===== config.mk =====
export PLATFORM = sky130hd
export DESIGN_NAME = jk_mod_counter
export DESIGN_NICKNAME = d
export VERILOG_FILES = /design/src/rtl/jk_pkg.sv /design/src/rtl/jk_cell.sv /design/src/rtl/jk_mod_counter.sv
export SDC_FILE = /design/constraint.sdc
export NUM_CORES = 1
export LEC_CHECK = 0
export CORE_AREA = 2 2 39 41
export CTS_CLUSTER_DIAMETER = 60
export DETAILED_ROUTE_END_ITERATION = 10
export DIE_AREA = 0 0 41 43
export GPL_ROUTABILITY_DRIVEN = 1
export PLACE_DENSITY = 0.59
export SLEW_MARGIN = 40
export SYNTH_ARGS = -nofsm -noshare
export SYNTH_HDL_FRONTEND = slang
export SYNTH_SLANG_ARGS = --single-unit
export TNS_END_PERCENT = 1

===== constraint.sdc =====
create_clock -name clk -period 1.4 [get_ports clk]
set_input_delay 0.35 -clock clk [delete_from_list [all_inputs] [get_ports clk]]
set_output_delay 0.35 -clock clk [all_outputs]
set_load 0.05 [all_outputs]

===== src/rtl/jk_pkg.sv =====
// Shared JK definitions: the command encoding of a {j,k} pair and its decoder,
// used by the counter cells and by the property module.
package jk_pkg;

  typedef enum logic [1:0] {
    HOLD   = 2'b00,
    CLR    = 2'b01,
    SET    = 2'b10,
    TOGGLE = 2'b11
  } jk_cmd_e;

  function automatic jk_cmd_e jk_decode(input logic j, input logic k);
    jk_cmd_e cmd;
    case ({j, k})
      2'b10:   cmd = SET;
      2'b01:   cmd = CLR;
      2'b11:   cmd = TOGGLE;
      default: cmd = HOLD;
    endcase
    return cmd;
  endfunction

endpackage


===== src/rtl/jk_cell.sv =====
// Single-bit JK flip-flop with synchronous active-high reset to a per-cell value.
module jk_cell
  import jk_pkg::*;
(
  input  logic clk,
  input  logic rst,
  input  logic rst_val,
  input  logic j,
  input  logic k,
  output logic q
);

  always_ff @(posedge clk) begin
    if (rst) begin
      q <= rst_val;
    end else begin
      case (jk_decode(j, k))
        SET:     q <= 1'b1;
        CLR:     q <= 1'b0;
        TOGGLE:  q <= ~q;
        default: q <= q;
      endcase
    end
  end

endmodule


===== src/rtl/jk_mod_counter.sv =====
// Modulo-N up/down counter built from WIDTH JK cells, with load clamping and a wrap pulse.
// Define JK_COUNTER_SATURATE_EN to saturate at the boundary instead of wrapping.
module jk_mod_counter
  import jk_pkg::*;
#(
  parameter int WIDTH   = 4,
  parameter int MODULUS = 2**WIDTH,
  parameter int RST_VAL = 0
) (
  input  logic             clk,
  input  logic             rst,
  input  logic             en,
  input  logic             up,
  input  logic             load,
  input  logic [WIDTH-1:0] load_val,
  output logic [WIDTH-1:0] q,
  output logic             tc,
  output logic             wrap
);

  localparam logic [WIDTH-1:0] MAX_VAL = WIDTH'(MODULUS - 1);
  localparam logic [WIDTH-1:0] RST_Q   = WIDTH'(RST_VAL);

  logic [WIDTH-1:0] t;
  logic [WIDTH-1:0] nxt;
  logic [WIDTH-1:0] j;
  logic [WIDTH-1:0] k;
  logic             boundary;
  logic             wrap_nxt;

  assign boundary = up ? (q == MAX_VAL) : (q == '0);
  assign tc       = en & boundary;

  // Bit i toggles once every lower bit is all-ones (up) or all-zeros (down).
  always_comb begin
    t    = '0;
    t[0] = 1'b1;
    for (int i = 1; i < WIDTH; i++) begin
      t[i] = t[i-1] & (up ? q[i-1] : ~q[i-1]);
    end
  end

  always_comb begin
    nxt      = q;
    j        = '0;
    k        = '0;
    wrap_nxt = 1'b0;
    if (load) begin
      nxt = (load_val > MAX_VAL) ? MAX_VAL : load_val;
      j   = nxt;
      k   = ~nxt;
    end else if (en) begin
      if (boundary) begin
        wrap_nxt = 1'b1;
`ifdef JK_COUNTER_SATURATE_EN
        nxt = q;
`else
        nxt = up ? '0 : MAX_VAL;
        j   = nxt;
        k   = ~nxt;
`endif
      end else begin
        j = t;
        k = t;
      end
    end
  end

  for (genvar i = 0; i < WIDTH; i++) begin : g_cell
    jk_cell u_cell (
      .clk    (clk),
      .rst    (rst),
      .rst_val(RST_Q[i]),
      .j      (j[i]),
      .k      (k[i]),
      .q      (q[i])
    );
  end

  always_ff @(posedge clk) begin
    if (rst) begin
      wrap <= 1'b0;
    end else begin
      wrap <= wrap_nxt;
    end
  end

endmodule


==> impl_metrics.py <==
metrics = {
    "outcome": {
        "status": "finished with violations",
        "violations": "setup timing",
    },
    "sta": {
        "setup_slack_ns": -0.3060,
        "max_freq_mhz": 586.2,
        "slew_headroom_pct": 79.67,
        "skew_ns": 0.006274,
        "tns_ns": -0.3060,
        "hold_violations": 0,
        "period_share_pct": 121.9,
        "rsz0062_at_grt": "yes",
        "min_period_ns": 1.706,
        "maxSlewViolCount": 0,
        "max_slew.worst_pin.slew_ns": 0.3050,
        "holdWs_ns": 0.5494,
        "finalSetupViolations": 1,
    },
    "critical_path": {
        "end_kind": "output pin",
        "critical_path.cell_chain": "and4_1, mux2_4, and2_4, buf_12",
        "rr_worst_depth": 4,
        "critPathRequiredTime_ns": 1.05,
        "path_class": "reg2out",
        "crit_arrival_ns": 1.36,
        "slowest_stage": "dfxtp_2",
        "setup.worst_path.end": "tc",
        "r2r_end": "g_cell[2].u_cell.q",
        "start_kind": "flop",
        "reg2reg_slack_ns": 0.07,
        "critPathLaunch": "g_cell[2].u_cell.q",
        "max_stage_delay_ns": 0.33,
        "r2r-start": "g_cell[0].u_cell.q",
        "crit_fanout": 3,
    },
    "cells_and_area": {
        "finalNetCount": 81,
        "drive_above_1_share_pct": 52.11,
        "area_growth_pct": 104.2,
        "fin_cells": 87,
        "antennaDiodeCount": 0,
        "fill_cells": 127,
    },
    "floorplanning": {
        "rows": 14,
        "io_pins": 15,
        "initial_core_util_pct": 25.68,
        "core_mm2": 0.001384,
        "die_x_um": 41,
        "die_area_mm2": 0.001763,
        "die_h_um": 43,
    },
    "synthesis": {
        "synth_top_family_by_area": "simple AND/OR/NAND/NOR gates",
        "yosys.area_share.simple_pct": 29.23,
        "synth_edf_count": 0,
        "synth-seq-cells": 5,
        "synth_compound_area_share_pct": 20.42,
        "synth_cells": 42,
        "synth_mux_area_share_pct": 3.169,
        "synthFlopType": "dfxtp_1",
        "synthAdderAreaFrac_pct": 0,
        "async_flop_share_pct": 0,
        "synth_xor_area_share_pct": 4.930,
        "yosys.cell_types.count": 25,
        "yosysSeqAreaShare_pct": 28.17,
        "syn_area_um2": 355.3,
        "yosysWarningCount": 0,
        "syn_nets": 51,
        "avgSynthCellArea_um2": 8.461,
    },
    "global_routing": {
        "overflow": 0,
        "grt_max_degree": 9,
        "antenna_found_initial": 0,
        "grt_pass1_vias": 420,
        "grt_pass1_wl_mm": 1.759,
        "grtUsageTotal_pct": 14.96,
    },
    "cts": {
        "clock_path_buffers": 2,
        "cts-root-buf": "clkbuf_4",
        "cts_tree": "built",
        "insertion_delay_ns": 0.25,
        "htree_num_levels": 1,
        "cts_num_sinks": 5,
        "path_clk_slew_ns": 0.04,
        "cts_buffers": 3,
    },
    "place": {
        "placedCellCount": 83,
        "place_congestion": 0.7650,
        "hpwl_um": 768.4,
        "place_ws_ns": -0.5607,
        "io_buffers": 14,
    },
    "run": {
        "drv_cap": 0,
    },
    "worst_hold_path": {
        "hp-class": "in2reg",
    },
    "route": {
        "drc": 0,
        "first_pass_iters": 4,
        "wirelength_um": 969,
        "post_drt_via_cell_ratio": 4.736,
        "antenna_left": 0,
        "drtIter0Drc": 3,
        "num_vias": 412,
        "wl_per_cell_um": 11.14,
    },
    "pwr": {
        "powerDensity_mw_per_mm2": 803.4,
        "power.total_uw": 583.1,
        "max-vdd-ir-drop_v": 0.0003941,
        "leakage_uw": 0.0003377,
    },
}
## routing by layer
| layer | GRT usage [%] | share of wire [%] |
|---|---|---|
| met1 | 17.68 | 43 |
| met2 | 21.88 | 49 |
| met5 | 0 | 0 |
| met4 | 6.000 | 1.8 |
| met3 | 7.853 | 5.8 |
## logic make-up (layout without fill, tap and decap cells)
family | after synthesis | in the layout
buffers and inverters | 9 | 38
xor gates and xnor gates | 2 | 2
AOI/OAI and AO/OA | 8 | 8
muxes | 1 | 1
and+or+nand+nor | 17 | 17
DFF | 5 | 5
## layout make-up
cell class / instances / area, um2 / area share (%)
repair buffers: 31 / 326.6 / 45.00
multi-input cells: 28 / 237.7 / 32.76
well taps: 16 / 20.02 / 2.759
clock buffers: 4 / 26.28 / 3.621
inverters: 3 / 11.26 / 1.552
flip-flops and latches: 5 / 103.9 / 14.31
## critical path: cells and delay by family (launching register included)
family	cells	cell delay, ns
simple gates	2	0.38
flops	1	0.33
mux	1	0.26
buf+inv	1	0.14
## Yosys cell counts, types with 2 or more instances
library cell	instances	share of area [%]
buf_4	4	8.5
dfxtp_1	5	28
nor3_1	2	2.8
and4_1	2	4.9
nor4b_1	2	4.9
inv_1	3	3.2
and3_1	2	3.5
nand2_1	2	2.1
nor2_1	2	2.1
a2111oi_2	2	8.5
o21ai_0	2	2.8
## timing repair
item	in CTS	in global routing
endpoints found under the setup margin	4	3
hold buffers	0	0
resized for setup	8	5
pin swaps	2	1
buffers inserted	0	0
## power by group
group	switching (uW)	total (uW)	internal, uW	leakage (uW)
Sequential	12.5	168	155	0.0000422
Clock	69.4	178	108	0.0000150
Combinational	108	238	130	0.000281
Total	190	583	393	0.000338
## layout by cell type, fill, tap and decap left out, types with 3 or more instances in the layout
master / n
inv_1: 3
clkdlybuf4s50_1: 4
dfxtp_2: 3
buf_4: 17
clkbuf_4: 3
buf_12: 6
## sequential cells by signal, summed over array words and instances, names as in the netlist
name,cells
wrap,1
g_cell.u_cell.q,4
## stage by stage
| stage | area [um2] | utilization [%] |
|---|---|---|
| after floorplan | 364.1 | - |
| after global placement | 673.1 | 48.64 |
| after detailed placement | 673.1 | 48.64 |
| after CTS | 714.4 | 51.63 |
| after global routing | 725.7 | 52.44 |
| final | 725.7 | 52.44 |
## worst min path at each step
| stage | from | end | cells past startpoint |
|---|---|---|---|
| floorplan | rst | g_cell[2].u_cell.q | 1 |
| global placement | g_cell[3].u_cell.q | g_cell[3].u_cell.q | 4 |
| detailed placement | g_cell[3].u_cell.q | g_cell[3].u_cell.q | 4 |
| CTS | en | wrap | 2 |
| global route | rst | g_cell[2].u_cell.q | 3 |
| finish | rst | g_cell[2].u_cell.q | 3 |
(Power assumes the default switching activity.)
==> RTL change, RTL diff (config.mk and constraints unchanged) <==
`WIDTH`: 4 -> 3.
--- a/src/rtl/jk_mod_counter.sv
+++ b/src/rtl/jk_mod_counter.sv
@@ -5,3 +5,3 @@
 #(
-  parameter int WIDTH   = 4,
+  parameter int WIDTH   = 3,
   parameter int MODULUS = 2**WIDTH,
Ports: changed (resized load_val and q); port bits go from 15 to 13. The function was not compared with the original's and may differ.
==> RTL change against the unedited design <==
The flow still finishes with violations (negative setup slack); sequential cell count decreased by 1; global-route usage decreased by 3.2 points; setup slack improved by 89 ps; critical path type unchanged; area after synthesis decreased by 31%; sequential share of layout area increased by 0.99 points; fmax increased by 5.5%; total power decreased by 22%; cell area decreased by 24%; count of clock-buffer cells in the layout decreased by 1; critical path depth decreased by 1; core utilization decreased by 13 points; routed wire length decreased by 25%.
==> RTL change: results (changes against the unedited design) <==
| Metric | Value |
|---|---|
| DRT Pass-1 Iters | `3 (-1)` |
| Reg-to-reg setup timing slack | `90 ps (+20 ps)` |
| Via/cell ratio | `4.471 (-5.6%)` |
| Net count, final | `62 (-23%)` |
| Seq area share | `15.30% (+0.99 points)` |
| Worst EP arrival | `1270 ps (-90 ps)` |
| IR drop worst, VDD | `0.0003437 V (-13%)` |
| Layout cell share with drive strength beyond 1 | `51.92% (-0.19 points)` |
| Crit-path slowest cell | `o41ai_4` |
| Initial DRC count | `1 (-2)` |
| Final HPWL DP | `523.2 microns (-32%)` |
| Fraction of area in multi-input gates | `29.22% (-3.5 points)` |
| ClkCell Share | `4.110% (+0.49 points)` |
| Critical path's top delay family | `compound AO/OA/AOI/OAI gates` |
| Failing checks | `negative setup slack` |
| Sinks on Clock Net | `4 (-1)` |
| Multi-In Gates | `20 (-29%)` |
| Post-cts resize count | `13 (+5)` |
| RD Place Congestion | `0.8012 (+4.7%)` |
| Metal1 wirelength | `296 microns (-29%)` |
| First-pass GRT wire length | `1.359 mm (-23%)` |
| Outcome | `finished, violations left` |
| Origin of the critical flop-to-flop path | `g_cell[1].u_cell.q` |
| Vias in the first global route | `325 (-23%)` |
| Crit-path max FO | `2 (-1)` |
| Clock Skew | `0.3518 ps (-5.922 ps)` |
| R2R cell count | `5 (+1)` |
| Setup Viol. Count Final | `1 (unchanged)` |
| Leak pwr | `0.2485 nW (-26%)` |
| Final min period | `1617 ps (-89.34 ps)` |
| Post-Syn Nets | `37 (-27%)` |
| Synth top area cells | `dfxtp_1 (33%), buf_4 (9.2%), xor2_1 (7.2%), a2111oi_2 (6.2%), nor2_1 (4.6%)` |
| Pin count of the biggest net entering global routing | `6 (-3)` |
| Worst-Margin Slew | `287.5 ps (-17.50 ps)` |
| GRT Util Overall | `11.77% (-3.2 points)` |
| Seq/Total Area, Yosys | `32.82% (+4.7 points)` |
| Buffers excl. clock | `23 (-26%)` |
| Crit path largest cell delay | `360 ps (+30 ps)` |
| WL/cell | `10.66 microns (-4.3%)` |
| Final setup margin | `-216.6 ps (+89.34 ps)` |
| IO Port Bufs | `12 (-2)` |
| WL met2 | `372 microns (-22%)` |
| Non-clock buffer share | `46.35% (+1.3 points)` |
| FILL cells | `143 (+13%)` |
| Post-CTS setup buffer count | `2 (+2)` |
| Top flop regs | `g_cell.u_cell.q: 3 flops, wrap: 1 flops` |
| Non-clk invs | `2 (-1)` |
-- RTL change: cell families (layout without fill, tap and decap cells) --
family | Yosys count | after routing | share of synthesized area, %
XOR/XNOR | 2 | 2 | 7.181
AO/OA/AOI/OAI | 7 | 7 | 24.10
AND/OR/NAND/NOR | 11 | 11 | 23.60
buffers and inverters | 5 | 28 | 12.31
flip-flops | 4 | 4 | 32.82
-- RTL change: through the flow --
| step | setup WS [ps] | TNS [ps] | cells | cell area [sq um] | total power [mW] |
|---|---|---|---|---|---|
| floorplan | 25.96 | 0 | 29 | 245.2 | 0.2044 |
| global placement | -464.2 | -1291 | 63 | 480.5 | 0.2915 |
| detailed placement | -473.8 | -1405 | 63 | 480.5 | 0.2937 |
| CTS | -202.3 | -202.3 | 68 | 543.0 | 0.4635 |
| global route | -250.5 | -292.0 | 68 | 548.0 | 0.4839 |
| finish | -216.6 | -216.6 | 68 | 548.0 | 0.4553 |
-- RTL change: power by group through the flow --
stage / combinational [mW] / sequential [mW] / clock, mW
after floorplan: 0.0694 / 0.135 / 0
after global placement: 0.162 / 0.129 / 0
after detailed placement: 0.164 / 0.130 / 0
after CTS: 0.178 / 0.134 / 0.152
after global routing: 0.191 / 0.135 / 0.157
final: 0.179 / 0.134 / 0.142
-- RTL change: metal layers --
metal  vias to the layer above  GRT usage [%]
met4                         0          8.000
met1                       142          14.24
met2                        10          16.56
met3                         2          4.188
met5                         -              0
li1                        150              -
-- RTL change: how the worst min path moves through the flow --
stage / startpoint / end / cells past startpoint
after floorplan: rst / g_cell[2].u_cell.q / 1
after global placement: g_cell[1].u_cell.q / wrap / 2
after detailed placement: g_cell[1].u_cell.q / wrap / 2
after CTS: up / wrap / 3
after global routing: up / wrap / 3
final: up / wrap / 3
